## src/rtl/gpio_led_sequencer.sv

```systemverilog
// Bus-side mux between the CPU and an autonomous LED sequencer for the gpio block.
// The sequencer plays breathe/chase patterns into LED regs 6..9 and only uses cycles the CPU leaves idle.
module gpio_led_sequencer #(
  parameter int PERIOD_W       = 24,
  parameter int DEFAULT_PERIOD = 1000000
) (
  input  logic        clk,
  input  logic        rst,
  input  logic        cpu_req,
  input  logic [3:0]  cpu_a,
  input  logic [31:0] cpu_d,
  input  logic        cpu_we,
  output logic [31:0] cpu_spo,
  input  logic [1:0]  cfg_a,
  input  logic [31:0] cfg_d,
  input  logic        cfg_we,
  output logic [31:0] cfg_spo,
  output logic [3:0]  gpio_a,
  output logic [31:0] gpio_d,
  output logic        gpio_we,
  input  logic [31:0] gpio_spo
);

  typedef enum logic [2:0] {
    IDLE = 3'd0,
    WAIT = 3'd1,
    WR0  = 3'd4,
    WR1  = 3'd5,
    WR2  = 3'd6,
    WR3  = 3'd7
  } state_t;

  state_t              state;
  logic                en;
  logic                mode;
  logic                dir;
  logic                ovr;
  logic [PERIOD_W-1:0] period;
  logic [PERIOD_W-1:0] cnt;
  logic [PERIOD_W-1:0] period_m1;
  logic [3:0]          lvl;
  logic [1:0]          pos;
  logic [15:0]         vals;
  logic                terminal;

  logic [3:0]          nxt_lvl;
  logic                nxt_dir;
  logic [1:0]          nxt_pos;
  logic [15:0]         nxt_vals;

  logic [1:0]          wr_idx;
  logic                seq_we;
  logic [3:0]          seq_a;
  logic [3:0]          seq_val;
  logic                cfg_unused;

  // A zero period behaves like a period of one: a tick every WAIT cycle.
  assign period_m1 = (period == '0) ? '0 : period - 1'b1;
  assign terminal  = cnt >= period_m1;

  always_comb begin
    nxt_lvl  = lvl;
    nxt_dir  = dir;
    nxt_pos  = pos;
    nxt_vals = vals;
    if (!mode) begin
      if (dir) begin
        nxt_lvl = lvl + 4'd1;
        if (nxt_lvl == 4'd15) nxt_dir = 1'b0;
      end else begin
        nxt_lvl = lvl - 4'd1;
        if (nxt_lvl == 4'd0) nxt_dir = 1'b1;
      end
      nxt_vals = {4{nxt_lvl}};
    end else begin
      nxt_pos = pos + 2'd1;
      for (int k = 0; k < 4; k++)
        nxt_vals[4*k +: 4] = (nxt_pos == 2'(k)) ? 4'hF : 4'h0;
    end
  end

  // Sequencer writes are gated by en so a disable aborts the rest of the frame at once.
  assign wr_idx  = state[1:0];
  assign seq_we  = en && state[2];
  assign seq_a   = 4'd6 + {2'b00, wr_idx};
  assign seq_val = vals[{wr_idx, 2'b00} +: 4];

  assign gpio_a  = cpu_req ? cpu_a  : seq_a;
  assign gpio_d  = cpu_req ? cpu_d  : {4'b0, seq_val, 24'b0};
  assign gpio_we = cpu_req ? cpu_we : seq_we;
  assign cpu_spo = gpio_spo;

  assign cfg_unused = ^cfg_d;

  always_comb begin
    cfg_spo = '0;
    case (cfg_a)
      2'd0:    cfg_spo = {30'b0, mode, en};
      2'd1:    cfg_spo[PERIOD_W-1:0] = period;
      2'd2:    cfg_spo = {23'b0, ovr, state, lvl, dir};
      default: cfg_spo = '0;
    endcase
  end

  // Config writes come first so an overrun in the same cycle as a clear still sticks.
  always_ff @(posedge clk) begin
    if (rst) begin
      state  <= IDLE;
      en     <= 1'b0;
      mode   <= 1'b0;
      period <= PERIOD_W'(DEFAULT_PERIOD);
      cnt    <= '0;
      lvl    <= 4'd0;
      dir    <= 1'b1;
      pos    <= 2'd0;
      vals   <= '0;
      ovr    <= 1'b0;
    end else begin
      if (cfg_we) begin
        case (cfg_a)
          2'd0: begin
            en   <= cfg_d[0];
            mode <= cfg_d[1];
          end
          2'd1:    period <= cfg_d[PERIOD_W-1:0];
          2'd3:    ovr    <= 1'b0;
          default: ;
        endcase
      end
      if (!en) begin
        state <= IDLE;
        cnt   <= '0;
      end else begin
        case (state)
          IDLE: begin
            cnt   <= '0;
            state <= WAIT;
          end
          WAIT: begin
            if (terminal) begin
              cnt   <= '0;
              lvl   <= nxt_lvl;
              dir   <= nxt_dir;
              pos   <= nxt_pos;
              vals  <= nxt_vals;
              state <= WR0;
            end else begin
              cnt <= cnt + 1'b1;
            end
          end
          WR0, WR1, WR2, WR3: begin
            if (terminal) begin
              ovr <= 1'b1;
              cnt <= '0;
            end else begin
              cnt <= cnt + 1'b1;
            end
            if (!cpu_req) begin
              case (state)
                WR0:     state <= WR1;
                WR1:     state <= WR2;
                WR2:     state <= WR3;
                default: state <= WAIT;
              endcase
            end
          end
          default: state <= IDLE;
        endcase
      end
    end
  end

endmodule

```

## config.mk

```make
export PLATFORM = sky130hd
export DESIGN_NAME = gpio_led_sequencer
export DESIGN_NICKNAME = d
export VERILOG_FILES = /design/src/rtl/gpio_led_sequencer.sv
export SDC_FILE = /design/constraint.sdc
export NUM_CORES = 1
export LEC_CHECK = 0
export BUFFER_PORTS_ARGS = -buffer_cell sky130_fd_sc_hd__buf_2
export CAP_MARGIN = 20
export CORE_UTILIZATION = 35
export CTS_BUF_LIST = sky130_fd_sc_hd__clkbuf_8
export DETAILED_ROUTE_END_ITERATION = 12
export GPL_TIMING_DRIVEN = 0
export PLACE_DENSITY_LB_ADDON = 0.15
export RECOVER_POWER = 25
export SETUP_SLACK_MARGIN = 0.05
export SYNTH_ARGS = -nofsm -noshare
export SYNTH_HDL_FRONTEND = slang
export SYNTH_SLANG_ARGS = --single-unit
export TNS_END_PERCENT = 5
```

## constraint.sdc

```tcl
create_clock -name clk -period 7.2 [get_ports clk]
set_input_delay 1.08 -clock clk [delete_from_list [all_inputs] [get_ports clk]]
set_output_delay 1.08 -clock clk [all_outputs]
set_load 0.05 [all_outputs]
```

* Word level (Yosys, flattened, before mapping) *
Index checks and enable logic that the tools add are counted.

storage, ports and cells
  register bits after elaboration = 77
  output and inout port bits = 101

operators by class
  add/subtract/negate cells = 6
  magnitude comparators = 1
  equal/unequal tests = 14
  shifts and indexed selects = 1
  muxes and demuxes = 25
  bitwise logic cells = 2
  reduce and logical (&&, ||, !) cells = 16

operators by type and width
  operator                 count
  $pmux W24 S3             1
  $mux W24                 2
  $pmux W24 S2             1
  $mux W32                 1
  $add A24 B1 Y24 const B  1
  $ge A24 B24 Y1           1
  $logic_not A24 Y1        1
  $mux W4                  6
  $sub A24 B1 Y24 const B  1
  $pmux W3 S3              2
  $mux W16                 1
  $shiftx A16 B5 Y4        1
  $eq A3 B3 Y1 const B     4
  $mux W1                  9
  $eq A2 B2 Y1 const B     4
  $reduce_and A4 Y1        2
  $mux W3                  2
  $reduce_and A2 Y1        3
  $reduce_or A5 Y1         1
  $add A3 B2 Y4 const A    1
  $add A4 B1 Y4 const B    1
  $eq A2 B1 Y1 const B     2
  $eq A4 B4 Y1 const B     1
  $logic_not A2 Y1         2
  12 further kinds         14

* Logic depth before layout (Yosys ltp) *
  depth after elaboration = 6
  mapped depth = 18
  mapped depth without buffers = 15

* Worst setup path before layout *
No wires, ideal clock.

  path type = register to register
  start point = register period[5]
  end point = register vals[2]
  library setup time = 91 ps
  data arrival time = 3426 ps
  path slack = 3683 ps
  stages on the path, launching flop included = 16
  period minus slack after synthesis = 3517 ps
  cells stage by stage = dfxtp_1 clkbuf_1 nor4_4 nand4_1 nor4_1 nand2b_1 xnor2_1 nand2_1 ha_1 nand4_2 nor4_4 o311ai_2 a211oi_4 buf_6 nor2_1 a311oi_1

on the way
  longest elaborated chain between the ends = 4

RTL lines
  what                                                         RTL line  RTL
  from (decl)                                                  38        logic [PERIOD_W-1:0] period;
  from (signal assigned)                                       111       period <= PERIOD_W'(DEFAULT_PERIOD);
  from (signal assigned)                                       125       2'd1: period <= cfg_d[PERIOD_W-1:0];
  $sub A24 B1 Y24 / $logic_not A24 Y1 (equally long branches)  58        assign period_m1 = (period == '0) ? '0 : period - 1'b1;
  $mux W24 (*)                                                 58
  $ge A24 B24 Y1 (*)                                           59        assign terminal = cnt >= period_m1;
  $reduce_and A3 Y1 (no source line) (*)                       -
  to (signal assigned)                                         145       vals <= nxt_vals;
  to (decl)                                                    43        logic [15:0] vals;

Mark *: on every way between the ends. The rest lies on a longest branch, timed or not.
A chain may end at the register's enable or synchronous reset.

* Worst setup path in the final report *
  start point = register period[5]
  end point = register vals[3]

Same word-level chain as after synthesis.

==> results.py <==
metrics = {
    "run_status": {
        "status": "complete, no violations",
    },
    "timing": {
        "slew_headroom_pct": 49.5,
        "grt_setup_unrepaired": "no",
        "final-hold-violation-count": 0,
        "number_of_max_slew_violations_in_the_final_report": 0,
        "worst_clock_skew_ns": 0.0130,
        "fin_crit_sh_pct": 59.2,
        "timing.setup.tns_ns": 0,
        "fin_ws_ns": 2.94,
        "hold-worst-slack_ns": 0.503,
        "final.min_clock_period_ns": 4.26,
        "report.final.setup_viol": 0,
        "maxClockFrequency_mhz": 235,
        "timing_worst_slew_pin_value_ns": 0.750,
    },
    "setup_path": {
        "end_kind": "flip-flop",
        "worst-r2r-setup-slack_ns": 2.94,
        "timing.critical_path.arrival_ns": 4.55,
        "timing.critical_path.from_type": "flip-flop",
        "cp_data_required_time_ns": 7.49,
        "critPathMaxFanout": 10,
        "worst-setup-path-type": "flip-flop to flip-flop",
    },
    "clock_tree": {
        "clk_latency_ns": 0.38,
        "cts.clk_slew.worst_paths_ns": 0.10,
        "clockRootBuffer": "sky130_fd_sc_hd__clkbuf_8",
        "cts_resized": 0,
        "cts-htree-levels": 3,
        "clock_tree_from_tritoncts": "yes",
        "clockBufferDepth": 2,
        "cts.repair_timing.setup_buffer_count": 0,
        "numClockSinks": 77,
        "clock_buffers_created_by_tritoncts": 9,
        "post_cts_hold_buffer_count": 0,
    },
    "global_route": {
        "gr-usage-met3_pct": 4.03,
        "grt_max_degree": 16,
        "peak_usage_layer_in_the_global_routing_report": "met2",
        "antenna_found_initial": 0,
        "gr-usage-met2_pct": 29.3,
        "global_route_wire_length_before_repair_um": 24500,
        "globalRouteOverflowTotal": 0,
        "first_global_vias": 4558,
        "grt.met1_usage_pct": 27.1,
        "grt_use_total_pct": 19.1,
    },
    "floorplan": {
        "die_x_um": 129,
        "floorplan.initialDensity_pct": 35.7,
        "floorplan.rows": 46,
        "ios": 208,
        "floorplan_die_height_um": 129,
        "core_area_sq_um": 15800,
        "fp.dieArea_sq_um": 16600,
    },
    "pwr": {
        "power.total_mw": 1.00,
        "switchingPower_mw": 0.360,
        "combinationalPowerShare_pct": 22.8,
        "seq_power_share_pct": 43.9,
        "vdd_drop_max_mv": 0.0842,
        "power_leakage_nw": 2.99,
        "internal_power_consumption_mw": 0.643,
        "power.switching_fraction_pct": 35.9,
        "powerDensity_nw_per_um2": 146,
        "clkPwrFrac_pct": 33.3,
    },
    "synthesis": {
        "post_synth_num_cell_types": 66,
        "postSynthAreaPerCell_sq_um": 8.02,
        "synth_area_leaders": "sky130_fd_sc_hd__dfxtp_1 (27%), sky130_fd_sc_hd__nand2_1 (8.3%), sky130_fd_sc_hd__ha_1 (7.8%)",
        "synth_enable_flop_cells": 0,
        "postSynthRegisterBits": 77,
        "synth-main-ff-cell": "sky130_fd_sc_hd__dfxtp_1",
        "seq_area_frac_synth_pct": 27.4,
        "synthCells": 702,
        "synthDominantCellAreaShare_pct": 27.4,
        "mappedNetlistArea_sq_um": 5630,
        "async_reset_ff_share_pct": 0,
        "synth_top_cell_by_area": "sky130_fd_sc_hd__dfxtp_1",
        "synth_warnings": 0,
    },
    "placed_design": {
        "placedCellCount": 1083,
        "post-place-ws_ns": 2.89,
        "place.detailed.hpwl_um": 12600,
        "finalWeightedCongestion": 0.886,
        "numPortBuffers": 158,
        "dpl_cell_area_sq_um": 6720,
    },
    "finish": {
        "final_cell_area_sq_um": 6860,
        "layout.core_utilization_pct": 43.5,
        "fin_nets": 1020,
        "antennaDiodeCount": 0,
        "area_growth_pct": 21.8,
        "layout.cells.non_filler": 1099,
        "final_layout_size_suffix_gt1_share_pct": 26.4,
    },
    "route": {
        "vias_per_cell": 4.76,
        "wl_per_cell_um": 14.4,
        "via_count": 5227,
        "overall_routed_net_length_um": 15800,
        "detail-route-antenna-nets": 0,
        "drt_pass1_iterations": 4,
        "drc": 0,
        "first_iter_violations": 274,
    },
    "min_path": {
        "hold_crit_path_type": "flip-flop to flip-flop",
    },
    "run": {
        "drv_cap": 0,
    },
}
worst max-delay path, cell delays in order, from the launching register on:
cell and delay (ns):
sky130_fd_sc_hd__dfxtp_1 0.31, sky130_fd_sc_hd__clkbuf_1 0.22, sky130_fd_sc_hd__nor4_4 0.41, sky130_fd_sc_hd__nand4_1 0.19, sky130_fd_sc_hd__nor4_1 0.61, sky130_fd_sc_hd__nand2_1 0.14
sky130_fd_sc_hd__xnor2_1 0.16, sky130_fd_sc_hd__nand2_1 0.07, sky130_fd_sc_hd__ha_1 0.33, sky130_fd_sc_hd__nand4_2 0.16, sky130_fd_sc_hd__nor4_4 0.37, sky130_fd_sc_hd__o311ai_2 0.21
sky130_fd_sc_hd__a211oi_4 0.50, sky130_fd_sc_hd__buf_6 0.22, sky130_fd_sc_hd__nor2_1 0.05, sky130_fd_sc_hd__a311oi_1 0.23
layer usage:
metal / vias up / wire (um)
met5: - / 0
met2: 109 / 7150
met4: 0 / 144
met3: 10 / 668
li1: 2743 / -
met1: 2365 / 7860
logic make-up (layout without fill, tap and decap cells):
family,count (synthesis),in the layout,share of synthesized area (%)
compound gates,117,117,15.9
xor+xnor,33,33,5.13
fa+ha+maj,35,35,7.78
buf+inv,93,267,10.3
flops,77,77,27.4
mux,19,19,4.40
other cells,1,8,0.0666
simple gates,327,327,29.1
Yosys cell counts (13+ instances only):
| cell type | n |
|---|---|
| sky130_fd_sc_hd__nand2_1 | 124 |
| sky130_fd_sc_hd__xor2_1 | 18 |
| sky130_fd_sc_hd__xnor2_1 | 15 |
| sky130_fd_sc_hd__a21oi_1 | 38 |
| sky130_fd_sc_hd__inv_1 | 13 |
| sky130_fd_sc_hd__and2_1 | 45 |
| sky130_fd_sc_hd__nand3_1 | 25 |
| sky130_fd_sc_hd__dfxtp_1 | 77 |
| sky130_fd_sc_hd__buf_4 | 42 |
| sky130_fd_sc_hd__clkbuf_1 | 27 |
| sky130_fd_sc_hd__o21ai_0 | 19 |
| sky130_fd_sc_hd__nor2_1 | 56 |
| sky130_fd_sc_hd__ha_1 | 35 |
layout make-up:
| class | count | area [sq um] |
|---|---|---|
| clock buffer | 10 | 138 |
| timing repair buffer | 158 | 749 |
| buffer | 80 | 519 |
| tap | 216 | 270 |
| fill | 1729 | 8910 |
| inverter | 13 | 48.8 |
| multi-input combinational | 539 | 3540 |
| clock inverter | 6 | 53.8 |
| sequential | 77 | 1540 |
cells in the final DEF, fill, tap and decap left out, drive strengths merged, types with 7 or more instances in the layout:
cell	n
buf	173
nand2	125
dfxtp	77
clkbuf	74
nor2	57
and2	45
a21oi	38
ha	35
nand3	25
o21ai	23
xor2	18
inv	16
xnor2	15
nor3	11
a22o	11
nor4	10
a211oi	10
mux2i	9
nand3b	9
and3	9
a311oi	8
conb	8
nand4	8
o311ai	8
nand2b	7
sequential cells by signal (all words and copies together) (netlist names), named ones only:
name    flops
lvl         4
period     24
en          1
dir         1
vals       16
ovr         1
pos         2
state       2
cnt        24
mode        1
final timing paths:
check	startpoint	to	cells past startpoint
setup / recovery	period[5]	vals[3]	15
hold / removal	vals[6]	vals[6]	2
setup reg to reg	period[5]	vals[3]	15
hold reg to reg	vals[6]	vals[6]	2
power by group through the flow:
stage	clock network, mW	logic [mW]	registers, mW
final	0.334	0.229	0.440
after global routing	0.361	0.246	0.441
after CTS	0.345	0.233	0.440
after detailed placement	0	0.233	0.450
after global placement	0	0.232	0.450
after floorplan	0	0.176	0.447
No activity file was read; power rests on OpenSTA's default activity.
